**src/rtl/app_switcher_pkg.sv**
```systemverilog
// Shared types and constants for the app_switcher foreground controller.
//   state_t   : controller states (MENU, RUN, ALERT)
//   MENU_TAG  : nibble shown above the selection index on the menu screen
//   KEY_*     : bit positions of the six keys inside the internal key vectors
package app_switcher_pkg;

    typedef enum logic [1:0] {
        ST_MENU  = 2'd0,
        ST_RUN   = 2'd1,
        ST_ALERT = 2'd2
    } state_t;

    localparam logic [3:0] MENU_TAG = 4'hF;

    localparam int KEY_UP    = 0;
    localparam int KEY_DOWN  = 1;
    localparam int KEY_LEFT  = 2;
    localparam int KEY_RIGHT = 3;
    localparam int KEY_ENTER = 4;
    localparam int KEY_ESC   = 5;
    localparam int N_KEYS    = 6;

endpackage

```
**src/rtl/app_switcher_key_gate.sv**
```systemverilog
// key_gate: per-key edge detector and swallow mask.
//   clk, rst : clock and synchronous active-high reset
//   key      : raw key level (already synchronised)
//   consume  : controller uses this key's current rising edge
//   enable   : keys may be forwarded to the apps (controller in RUN)
//   rise     : key went high this cycle
//   btn      : gated key level seen by the apps
module key_gate (
    input  logic clk,
    input  logic rst,
    input  logic key,
    input  logic consume,
    input  logic enable,
    output logic rise,
    output logic btn
);

    logic key_q_reg;
    logic mask_reg;

    always_ff @(posedge clk) begin
        if (rst) begin
            key_q_reg <= 1'b0;
            mask_reg  <= 1'b0;
        end else begin
            key_q_reg <= key;
            // A consumed press stays hidden until the key is released.
            if (consume)
                mask_reg <= 1'b1;
            else if (!key)
                mask_reg <= 1'b0;
        end
    end

    assign rise = key & ~key_q_reg;
    // consume also blanks the edge cycle itself, before the mask is set.
    assign btn  = key & ~mask_reg & ~consume & enable;

endmodule

```
**src/rtl/app_switcher.sv**
```systemverilog
// app_switcher: foreground controller for the shared keypad and display.
//   clk, rst          : clock, synchronous active-high reset
//   key_*             : raw synchronised key levels
//   app_norm[N_APP]   : 1 = app idle, 0 = app in its own edit mode
//   app_alert[N_APP]  : per-app preemption request (level)
//   app_disp          : N_APP display words, app i at [i*DISP_W +: DISP_W]
//   app_mode[N_APP]   : one-hot foreground select, zero in MENU
//   btn_*             : gated key levels to the apps
//   alert_ack[N_APP]  : one-cycle acknowledge of a user-dismissed alert
//   disp_out          : display word (menu word or foreground app word)
//   menu_sel          : current menu selection index
module app_switcher
    import app_switcher_pkg::*;
#(
    parameter int N_APP  = 4,
    parameter int DISP_W = 48
) (
    input  logic                    clk,
    input  logic                    rst,
    input  logic                    key_up,
    input  logic                    key_down,
    input  logic                    key_left,
    input  logic                    key_right,
    input  logic                    key_enter,
    input  logic                    key_esc,
    input  logic [N_APP-1:0]        app_norm,
    input  logic [N_APP-1:0]        app_alert,
    input  logic [N_APP*DISP_W-1:0] app_disp,
    output logic [N_APP-1:0]        app_mode,
    output logic                    btn_up,
    output logic                    btn_down,
    output logic                    btn_left,
    output logic                    btn_right,
    output logic                    btn_enter,
    output logic                    btn_esc,
    output logic [N_APP-1:0]        alert_ack,
    output logic [DISP_W-1:0]       disp_out,
    output logic [3:0]              menu_sel
);

    localparam logic [N_APP-1:0] ONE      = {{(N_APP-1){1'b0}}, 1'b1};
    localparam logic [3:0]       LAST_SEL = 4'(N_APP - 1);

    state_t              state_reg;
    state_t              saved_reg;
    logic [3:0]          menu_sel_reg;
    logic [3:0]          alert_idx_reg;
    logic [N_APP-1:0]    app_mode_reg;
    logic [N_APP-1:0]    alert_ack_reg;
    logic [N_APP-1:0]    alert_q_reg;
    logic [DISP_W-1:0]   disp_reg;

    logic [N_KEYS-1:0]   key_vec;
    logic [N_KEYS-1:0]   rise;
    logic [N_KEYS-1:0]   consume;
    logic [N_KEYS-1:0]   btn_vec;
    logic [N_APP-1:0]    alert_rise;
    logic [3:0]          low_idx;
    logic [3:0]          fg_idx;
    logic                sel_norm;
    logic                alert_held;
    logic [N_APP-1:0]    restore_mode;
    logic [DISP_W-1:0]   fg_word;
    logic [DISP_W-1:0]   menu_word;
    logic [DISP_W-1:0]   app_words [N_APP];

    assign key_vec[KEY_UP]    = key_up;
    assign key_vec[KEY_DOWN]  = key_down;
    assign key_vec[KEY_LEFT]  = key_left;
    assign key_vec[KEY_RIGHT] = key_right;
    assign key_vec[KEY_ENTER] = key_enter;
    assign key_vec[KEY_ESC]   = key_esc;

    genvar gi;
    generate
        for (gi = 0; gi < N_KEYS; gi++) begin : g_key
            key_gate u_key_gate (
                .clk     (clk),
                .rst     (rst),
                .key     (key_vec[gi]),
                .consume (consume[gi]),
                .enable  (state_reg == ST_RUN),
                .rise    (rise[gi]),
                .btn     (btn_vec[gi])
            );
        end
        for (gi = 0; gi < N_APP; gi++) begin : g_word
            assign app_words[gi] = app_disp[gi*DISP_W +: DISP_W];
        end
    endgenerate

    assign alert_rise   = app_alert & ~alert_q_reg;
    assign alert_held   = |(app_alert & (ONE << alert_idx_reg));
    assign restore_mode = (saved_reg == ST_RUN) ? (ONE << menu_sel_reg) : '0;
    assign fg_idx       = (state_reg == ST_ALERT) ? alert_idx_reg : menu_sel_reg;
    assign menu_word    = {{(DISP_W-8){1'b0}}, MENU_TAG, menu_sel_reg};

    always_comb begin
        // Lowest-index rising alert wins: scan downwards so index 0 lands last.
        low_idx = '0;
        for (int i = N_APP - 1; i >= 0; i--)
            if (alert_rise[i]) low_idx = 4'(i);

        sel_norm = 1'b0;
        fg_word  = '0;
        for (int i = 0; i < N_APP; i++) begin
            if (menu_sel_reg == 4'(i)) sel_norm = app_norm[i];
            if (fg_idx == 4'(i))       fg_word  = app_words[i];
        end

        // Which key edges the controller uses this cycle.
        consume = '0;
        if (state_reg != ST_RUN || (|alert_rise))
            consume = rise;
        else
            consume[KEY_ESC] = rise[KEY_ESC] & sel_norm;
    end

    always_ff @(posedge clk) begin
        if (rst) begin
            state_reg     <= ST_MENU;
            saved_reg     <= ST_MENU;
            menu_sel_reg  <= '0;
            alert_idx_reg <= '0;
            app_mode_reg  <= '0;
            alert_ack_reg <= '0;
            alert_q_reg   <= '0;
            disp_reg      <= {{(DISP_W-8){1'b0}}, MENU_TAG, 4'd0};
        end else begin
            alert_q_reg   <= app_alert;
            alert_ack_reg <= '0;
            disp_reg      <= (state_reg == ST_MENU) ? menu_word : fg_word;

            case (state_reg)
                ST_MENU, ST_RUN: begin
                    if (|alert_rise) begin
                        saved_reg     <= state_reg;
                        state_reg     <= ST_ALERT;
                        alert_idx_reg <= low_idx;
                        app_mode_reg  <= ONE << low_idx;
                    end else if (state_reg == ST_MENU) begin
                        if (rise[KEY_ENTER]) begin
                            state_reg    <= ST_RUN;
                            app_mode_reg <= ONE << menu_sel_reg;
                        end else if (rise[KEY_LEFT]) begin
                            menu_sel_reg <= (menu_sel_reg == 4'd0) ? LAST_SEL
                                                                    : menu_sel_reg - 4'd1;
                        end else if (rise[KEY_RIGHT]) begin
                            menu_sel_reg <= (menu_sel_reg == LAST_SEL) ? 4'd0
                                                                        : menu_sel_reg + 4'd1;
                        end
                    end else if (rise[KEY_ESC] && sel_norm) begin
                        state_reg    <= ST_MENU;
                        app_mode_reg <= '0;
                    end
                end
                ST_ALERT: begin
                    if (|rise) begin
                        alert_ack_reg <= ONE << alert_idx_reg;
                        state_reg     <= saved_reg;
                        app_mode_reg  <= restore_mode;
                    end else if (!alert_held) begin
                        state_reg     <= saved_reg;
                        app_mode_reg  <= restore_mode;
                    end
                end
                default: begin
                    state_reg    <= ST_MENU;
                    app_mode_reg <= '0;
                end
            endcase
        end
    end

    assign app_mode  = app_mode_reg;
    assign alert_ack = alert_ack_reg;
    assign disp_out  = disp_reg;
    assign menu_sel  = menu_sel_reg;

    assign btn_up    = btn_vec[KEY_UP];
    assign btn_down  = btn_vec[KEY_DOWN];
    assign btn_left  = btn_vec[KEY_LEFT];
    assign btn_right = btn_vec[KEY_RIGHT];
    assign btn_enter = btn_vec[KEY_ENTER];
    assign btn_esc   = btn_vec[KEY_ESC];

endmodule

```
**config.mk**
```make
export PLATFORM = sky130hd
export DESIGN_NAME = app_switcher
export DESIGN_NICKNAME = d
export VERILOG_FILES = /design/src/rtl/app_switcher_pkg.sv /design/src/rtl/app_switcher_key_gate.sv /design/src/rtl/app_switcher.sv
export SDC_FILE = /design/constraint.sdc
export NUM_CORES = 1
export LEC_CHECK = 0
export BUFFER_PORTS_ARGS = -buffer_cell sky130_fd_sc_hd__buf_4
export CORE_AREA = 2 2 107 109
export CTS_CLUSTER_SIZE = 12
export DETAILED_ROUTE_END_ITERATION = 7
export DIE_AREA = 0 0 109 111
export PLACE_DENSITY = 0.76
export SYNTH_ARGS = -nofsm -noshare
export SYNTH_HDL_FRONTEND = slang
export SYNTH_SLANG_ARGS = --single-unit
```
**constraint.sdc**
```tcl
create_clock -name clk -period 2.7 [get_ports clk]
set_input_delay 0.27 -clock clk [delete_from_list [all_inputs] [get_ports clk]]
set_output_delay 0.27 -clock clk [all_outputs]
set_load 0.005 [all_outputs]
```
==> results.tsv, run 1 <==
metric	value	unit
outcome	finished clean	
DIE AREA	12100	um2
final non-filler cell area	6960	um2
library cell occupying the most area in the post-synthesis netlist	sky130_fd_sc_hd__dfxtp_1	
worst stage delay on the critical path	0.42	ns
worst skew pair latency	0.34	ns
area added between synthesis and finish	56.8	%
maximum frequency from static timing analysis	395	MHz
total power divided by cell area	522	nW/um2
proportion of synthesized flip-flops having asynchronous set or reset	0	
kind of cell with the highest combined delay on the critical path	compound AO/OA/AOI/OAI gates	
clock transition time at the flip-flop clock pins of the worst setup and hold paths	0.06	ns
layout cells sized above 1	0.435	
final total negative setup slack	0	ns
netlist area before placement	4440	um2
initial antenna violation count	0	
unrepaired setup endpoints after global routing	no	
placed wire-length estimate	12900	um
number of buffers inserted by hold repair at cts	0	
Final Wtd Congestion	0.924	
average wire per cell in the routed design	18.6	um
top post-synthesis cells by area	sky130_fd_sc_hd__dfxtp_1 (37%), sky130_fd_sc_hd__mux2i_1 (17%), sky130_fd_sc_hd__o22a_1 (7.1%)	
Worst Path Buf+Inv	2	
die extent in y	111	um
largest family of logic cells by synthesized area	compound AO/OA/AOI/OAI gates	
die width	109	um
number of flip-flops under the largest register name	48	
post-placement cell count	868	
R2R Path Start	state_reg[1]	
vias in the first global route	4582	
clock period minus worst slack	2.53	ns
Synth Area in Adders	0.0141	
R2R Path End	disp_out[40]	
post-synthesis area per instance	9.46	um2
maximum net fanout on the critical path	6	
Worst Setup SP	menu_sel[0]	
maximum buffer depth of the clock tree	2	
overall power	0.00363	W
depth of the CTS H-tree	3	
number of buffers inserted by post-CTS setup repair	0	
total of buffers placed on input and output ports	273	
count of pins on the block boundary	274	
area taken by flip-flops and latches	1640	um2
worst supply voltage drop on vdd	267	uV
capturing element type of the critical path	output port	
largest net degree at the start of global routing	40	
worst hold slack	0.168	ns
placeable core area	11100	um2
clk root buf	sky130_fd_sc_hd__clkbuf_16	
signal arrival time at the worst endpoint	2.26	ns
number of cells produced by synthesis	469	
number of synthesized flops with an enable pin	0	
transition time at the pin with the least slew margin	0.967	ns
Slowest-stage cell, CP	sky130_fd_sc_hd__dfxtp_1	
overall overflow remaining after global route	0	
number of pins exceeding their max-slew limit in the final report	0	
required time of the critical path	2.43	ns
post-synthesis xor/xnor area fraction	0.00197	
period utilisation layout	0.939	
total length of routed wires	16500	um
post-cts resize count	0	
number of distinct library cell variants in the gate-level netlist after synthesis	63	
depth of the critical timing path with buffers and inverters included	8	
CP endpoint	btn_esc	
type of the worst setup path	reg2out	
Ant. Diodes	0	
most frequent cells in the layout	sky130_fd_sc_hd__buf_4 (288), sky130_fd_sc_hd__dfxtp_1 (82), sky130_fd_sc_hd__mux2i_1 (74)	
GRT Total Usage	0.263	
routed vias/inst	5.42	
Initial Util	0.401	
fill count	925	
worst r2r path cells	6	
cells traversed along the worst timing path	inv_1 -> ha_1 -> nor4bb_1 -> a2111oi_2 -> o211ai_2 -> a21oi_1 -> and3_1 -> buf_4	
post-route clock skew	0.00606	ns
area occupied by multi-input gates	2590	um2
simple-gate share of the synthesized area	0.162	
Max transition margin	0.354	
mux share of post-synthesis cell area	0.175	
TritonCTS clock tree	done	
type of the most critical hold path	in2reg	
residual antenna-violating net count after detailed routing	0	
sequential area share after synthesis	0.370	
most frequent standard cell in the layout excluding fill and tap cells	sky130_fd_sc_hd__buf_4	
final number of hold-violating endpoints	0	
element type at the critical path start	register	
Post-DP Area	6620	um2
1st-pass router iterations	7	
post-synth top area share	0.370	
setup slack of the worst register-to-register path	0.36	ns
flop and latch count out of synthesis	82	
number of DRC markers after the initial detailed-route iteration	414	
count of unresolved DRC violations after routing	0	
predominant post-synthesis flop cell	sky130_fd_sc_hd__dfxtp_1	
Post-Syn Nets	682	
Max-cap violations	0	
Ys Warns	0	
number of standard cells in the layout, taps in and fillers out	884	
number of vias after detailed routing	4794	
clock sink count	82	
# rows	39	
final net count	949	
LEAKAGE	3.12	nW
first-pass GRT wire length	24600	um
number of buffers inserted during clock tree synthesis	9	
compound-gate portion of the synthesized area	0.226	
number of setup violations in the final report	0	
metrics by stage:
step	setup slack, ns	utilization
6_report	0.166	0.628
3_3_place_gp	0.369	0.597
4_1_cts	0.0123	0.627
2_1_floorplan	0.229	-
3_5_place_dp	0.374	0.597
5_1_grt	0.0148	0.628
metal layers:
| metal | track usage | vias to the layer above | share of wire |
|---|---|---|---|
| li1 | - | 2296 | - |
| met2 | 0.430 | 210 | 0.48 |
| met3 | 0.0653 | 28 | 0.090 |
| met1 | 0.332 | 2260 | 0.41 |
| met4 | 0.0949 | 0 | 0.022 |
| met5 | 0 | - | 0 |
worst min-delay path by stage:
| stage | end | start | depth (start not counted) |
|---|---|---|---|
| final | alert_q_reg[2] | app_alert[2] | 2 |
| after global routing | alert_q_reg[1] | app_alert[1] | 2 |
| after CTS | alert_q_reg[1] | app_alert[1] | 2 |
| after detailed placement | g_key[1].u_key_gate.mask_reg | g_key[1].u_key_gate.mask_reg | 1 |
| after global placement | g_key[1].u_key_gate.mask_reg | g_key[1].u_key_gate.mask_reg | 1 |
| after floorplan | g_key[5].u_key_gate.key_q_reg | rst | 1 |
cells by family (layout without fill, tap and decap cells):
kind of cell	after synthesis	after routing
buffers and inverters	40	312
multiplexers	76	76
adder cells (fa/ha/maj)	5	5
AO/OA/AOI/OAI	134	134
flip-flops	82	82
XOR/XNOR	1	1
AND/OR/NAND/NOR	131	131
cell type report:
| cell class | instances | share of cell area |
|---|---|---|
| Multi-Input combinational cell | 347 | 0.373 |
| Timing Repair Buffer | 289 | 0.314 |
| Sequential cell | 82 | 0.236 |
| Clock buffer | 11 | 0.0335 |
| Tap cell | 143 | 0.0257 |
| Clock inverter | 5 | 0.0147 |
| Inverter | 7 | 0.00378 |
cell usage after synthesis, types with 5 or more instances:
library cell / instances
sky130_fd_sc_hd__a31o_2: 6
sky130_fd_sc_hd__o21a_1: 5
sky130_fd_sc_hd__nor4b_1: 5
sky130_fd_sc_hd__mux2i_1: 74
sky130_fd_sc_hd__clkbuf_1: 13
sky130_fd_sc_hd__ha_1: 5
sky130_fd_sc_hd__a221oi_1: 7
sky130_fd_sc_hd__inv_1: 6
sky130_fd_sc_hd__dfxtp_1: 82
sky130_fd_sc_hd__o22a_1: 36
sky130_fd_sc_hd__nand2b_1: 11
sky130_fd_sc_hd__nand2_1: 10
sky130_fd_sc_hd__buf_6: 7
sky130_fd_sc_hd__a21oi_1: 25
sky130_fd_sc_hd__buf_2: 11
sky130_fd_sc_hd__nor2_1: 54
sky130_fd_sc_hd__o21ai_0: 16
sky130_fd_sc_hd__a22oi_1: 6
sky130_fd_sc_hd__nor2b_1: 14
where the power goes:
part           switching (W)  internal [W]
Clock               0.000492      0.000903
Combinational       0.000396      0.000502
Sequential         0.0000471       0.00129
Total               0.000935       0.00269
Power figures use the tool's default switching activity.
==> run 2, diff against run 1 <==
--- a/config.mk
+++ b/config.mk
@@ -5,12 +5,13 @@
 export SDC_FILE = /design/constraint.sdc
 export NUM_CORES = 1
 export LEC_CHECK = 0
+export ABC_AREA = 1
 export BUFFER_PORTS_ARGS = -buffer_cell sky130_fd_sc_hd__buf_4
-export CORE_AREA = 2 2 107 109
+export CORE_AREA = 2 2 106 108
 export CTS_CLUSTER_SIZE = 12
 export DETAILED_ROUTE_END_ITERATION = 7
-export DIE_AREA = 0 0 109 111
-export PLACE_DENSITY = 0.76
+export DIE_AREA = 0 0 108 110
+export PLACE_DENSITY = 0.75
 export SYNTH_ARGS = -nofsm -noshare
 export SYNTH_HDL_FRONTEND = slang
 export SYNTH_SLANG_ARGS = --single-unit
==> run 2 against run 1 <==
  * Final cell count is 18% higher
  * Non-clock buffer count decreased by 7
  * Synthesized cell count increased by 36%
  * First-iteration DRC count shrank 13%
  * Utilization shrank 2.0 points
  * Clock-buffer cell count down 2
  * Sequential power hardly changed
  * Die area is 1.8% lower
  * Via count is 5.1% higher
  * Setup slack better by 0.16 ns
  * Worst hold slack worse by 0.044 ns
  * Critical path type unchanged
==> results.tsv, run 2 <==
metric	value	unit
worst r2r path cells	7	
required time of the critical path	2.43	ns
setup slack of the worst register-to-register path	0.58	ns
final total negative setup slack	0	ns
layout cells sized above 1	0.341	
number of distinct library cell variants in the gate-level netlist after synthesis	29	
Max transition margin	0.691	
Worst Hold Path EP	disp_out[7]	
TritonCTS clock tree	done	
Post-Syn Nets	851	
worst stage delay on the critical path	0.50	ns
fill count	1018	
area taken by flip-flops and latches	1640	um2
worst supply voltage drop on vdd	300	uV
area added between synthesis and finish	57.2	%
period utilisation layout	0.879	
vias in the first global route	4838	
clk root buf	sky130_fd_sc_hd__clkbuf_8	
residual antenna-violating net count after detailed routing	0	
# rows	38	
count of pins on the block boundary	274	
Max-cap violations	0	
signal arrival time at the worst endpoint	2.10	ns
maximum net fanout on the critical path	9	
placed wire-length estimate	12600	um
kind of cell with the highest combined delay on the critical path	simple AND/OR/NAND/NOR gates	
depth of the CTS H-tree	3	
top post-synthesis cells by area	sky130_fd_sc_hd__dfxtp_1 (40%), sky130_fd_sc_hd__nand2_1 (18%), sky130_fd_sc_hd__nor2_1 (8.3%)	
number of pins exceeding their max-slew limit in the final report	0	
Final Wtd Congestion	0.973	
die extent in y	110	um
outcome	finished clean	
most frequent cells in the layout	sky130_fd_sc_hd__buf_4 (280), sky130_fd_sc_hd__nand2_1 (202), sky130_fd_sc_hd__nor2_1 (91)	
first-pass GRT wire length	24100	um
post-synthesis area per instance	6.48	um2
count of unresolved DRC violations after routing	0	
total length of routed wires	16100	um
Initial Util	0.387	
routed vias/inst	4.82	
Worst Setup SP	menu_sel[0]	
area occupied by multi-input gates	2170	um2
total of buffers placed on input and output ports	273	
LEAKAGE	3.32	nW
type of the worst setup path	reg2out	
crit-path most repeated cell	sky130_fd_sc_hd__nand2_1	
clock sink count	82	
overall overflow remaining after global route	0	
count of cells along the worst hold path	3	
number of buffers inserted during clock tree synthesis	9	
die width	108	um
Ant. Diodes	0	
overall power	0.00325	W
Worst Path Buf+Inv	3	
number of synthesized flops with an enable pin	0	
number of cells produced by synthesis	638	
final number of hold-violating endpoints	0	
largest net degree at the start of global routing	49	
number of DRC markers after the initial detailed-route iteration	360	
most frequent cell after synthesis	sky130_fd_sc_hd__nand2_1	
number of vias after detailed routing	5040	
element type at the critical path start	register	
number of setup violations in the final report	0	
library cell occupying the most area in the post-synthesis netlist	sky130_fd_sc_hd__dfxtp_1	
final net count	1114	
maximum frequency from static timing analysis	422	MHz
capturing element type of the critical path	output port	
Slowest-stage cell, CP	sky130_fd_sc_hd__dfxtp_1	
worst skew pair latency	0.36	ns
top cells by count, synth	sky130_fd_sc_hd__nand2_1 (202), sky130_fd_sc_hd__nor2_1 (92), sky130_fd_sc_hd__dfxtp_1 (82), sky130_fd_sc_hd__nand3_1 (65), sky130_fd_sc_hd__a21oi_1 (59)	
post-synth top area share	0.397	
type of the most critical hold path	in2reg	
proportion of synthesized flip-flops having asynchronous set or reset	0	
flop and latch count out of synthesis	82	
predominant post-synthesis flop cell	sky130_fd_sc_hd__dfxtp_1	
post-route clock skew	0.00885	ns
worst hold path startpoint	app_disp[151]	
fraction of the core area covered by cells at the end of the flow	0.608	
most frequent standard cell in the layout excluding fill and tap cells	sky130_fd_sc_hd__buf_4	
R2R Path Start	state_reg[1]	
number of buffers inserted by post-CTS setup repair	0	
placeable core area	10700	um2
average wire per cell in the routed design	15.4	um
netlist area before placement	4140	um2
1st-pass router iterations	8	
number of buffers inserted by hold repair at cts	0	
transition time at the pin with the least slew margin	0.462	ns
maximum buffer depth of the clock tree	2	
cells traversed along the worst timing path	inv_1 -> ha_1 -> nand3_1 -> nand2_1 -> inv_1 -> nand2_1 -> nand2_1 -> nand2_1 -> nand2_1 -> nand3_1 -> nor2_1 -> buf_4	
DIE AREA	11900	um2
clock transition time at the flip-flop clock pins of the worst setup and hold paths	0.09	ns
R2R Path End	disp_out[28]	
unrepaired setup endpoints after global routing	no	
clock period minus worst slack	2.37	ns
initial antenna violation count	0	
total power divided by cell area	500	nW/um2
sequential area share after synthesis	0.397	
number of flip-flops under the largest register name	48	
Ys Warns	0	
GRT Total Usage	0.265	
## run 2: final cells by class
| cell class | count | area share |
|---|---|---|
| Multi-Input combinational cell | 480 | 0.333 |
| Inverter | 46 | 0.0265 |
| Timing Repair Buffer | 282 | 0.329 |
| Clock buffer | 9 | 0.0190 |
| Tap cell | 140 | 0.0269 |
| Sequential cell | 82 | 0.253 |
| Clock inverter | 7 | 0.0125 |
## run 2: cell families (layout without fill, tap and decap cells)
group	Yosys count	count (layout)	share of synthesized area
AND/OR/NAND/NOR	385	385	0.385
AO/OA/AOI/OAI	87	87	0.109
flip-flops	82	82	0.397
buffers and inverters	76	344	0.0868
adder cells (fa/ha/maj)	5	5	0.0151
XOR/XNOR	3	3	0.00635
## run 2: repair_timing
item | CTS | global route
resized for setup | 0 | 2
hold endpoints to repair | 0 | 0
endpoints found under the setup margin | 0 | 1
## run 2: how the worst max path moves through the flow
stage | to | cells after the start | slack [ns]
3_5_place_dp | disp_out[28] | 7 | 0.61
4_1_cts | btn_esc | 13 | 0.20
2_1_floorplan | state_reg[1] | 13 | 0.84
3_3_place_gp | btn_esc | 10 | 0.67
5_1_grt | btn_esc | 11 | 0.05
6_report | btn_esc | 12 | 0.33
## run 2: power breakdown
group	internal (W)	total [W]	switching [W]
clock network	0.000444	0.000935	0.000491
registers	0.00130	0.00135	0.0000421
logic	0.000473	0.000969	0.000497
## run 2: worst register-to-register path: stages, from the launching register on
cell                      delay, ns
sky130_fd_sc_hd__dfxtp_1       0.44
sky130_fd_sc_hd__nand2_2       0.17
sky130_fd_sc_hd__o21ai_2       0.31
sky130_fd_sc_hd__o21ai_2       0.16
sky130_fd_sc_hd__nor2_4        0.39
sky130_fd_sc_hd__buf_4         0.36
sky130_fd_sc_hd__a21oi_1       0.12
sky130_fd_sc_hd__nor2_1        0.10
## run 2: metal layers
layer  part of all wire  global-route usage  vias up
li1                   -                   -     2572
met1               0.38               0.300     2206
met2               0.48               0.456      214
met3              0.088              0.0764       48
met4              0.044               0.136        0
met5                  0                   0        -
## run 2: per-stage QoR
step / hold slack [ns] / cells / setup slack [ns] / cell area (um2)
after global placement: 0.438 / 1030 / 0.671 / 6290
after global routing: 0.113 / 1046 / 0.0460 / 6500
after floorplan: 0.353 / 638 / 0.842 / 4140
after detailed placement: 0.442 / 1030 / 0.609 / 6290
final: 0.124 / 1046 / 0.328 / 6500
after CTS: 0.107 / 1046 / 0.197 / 6500
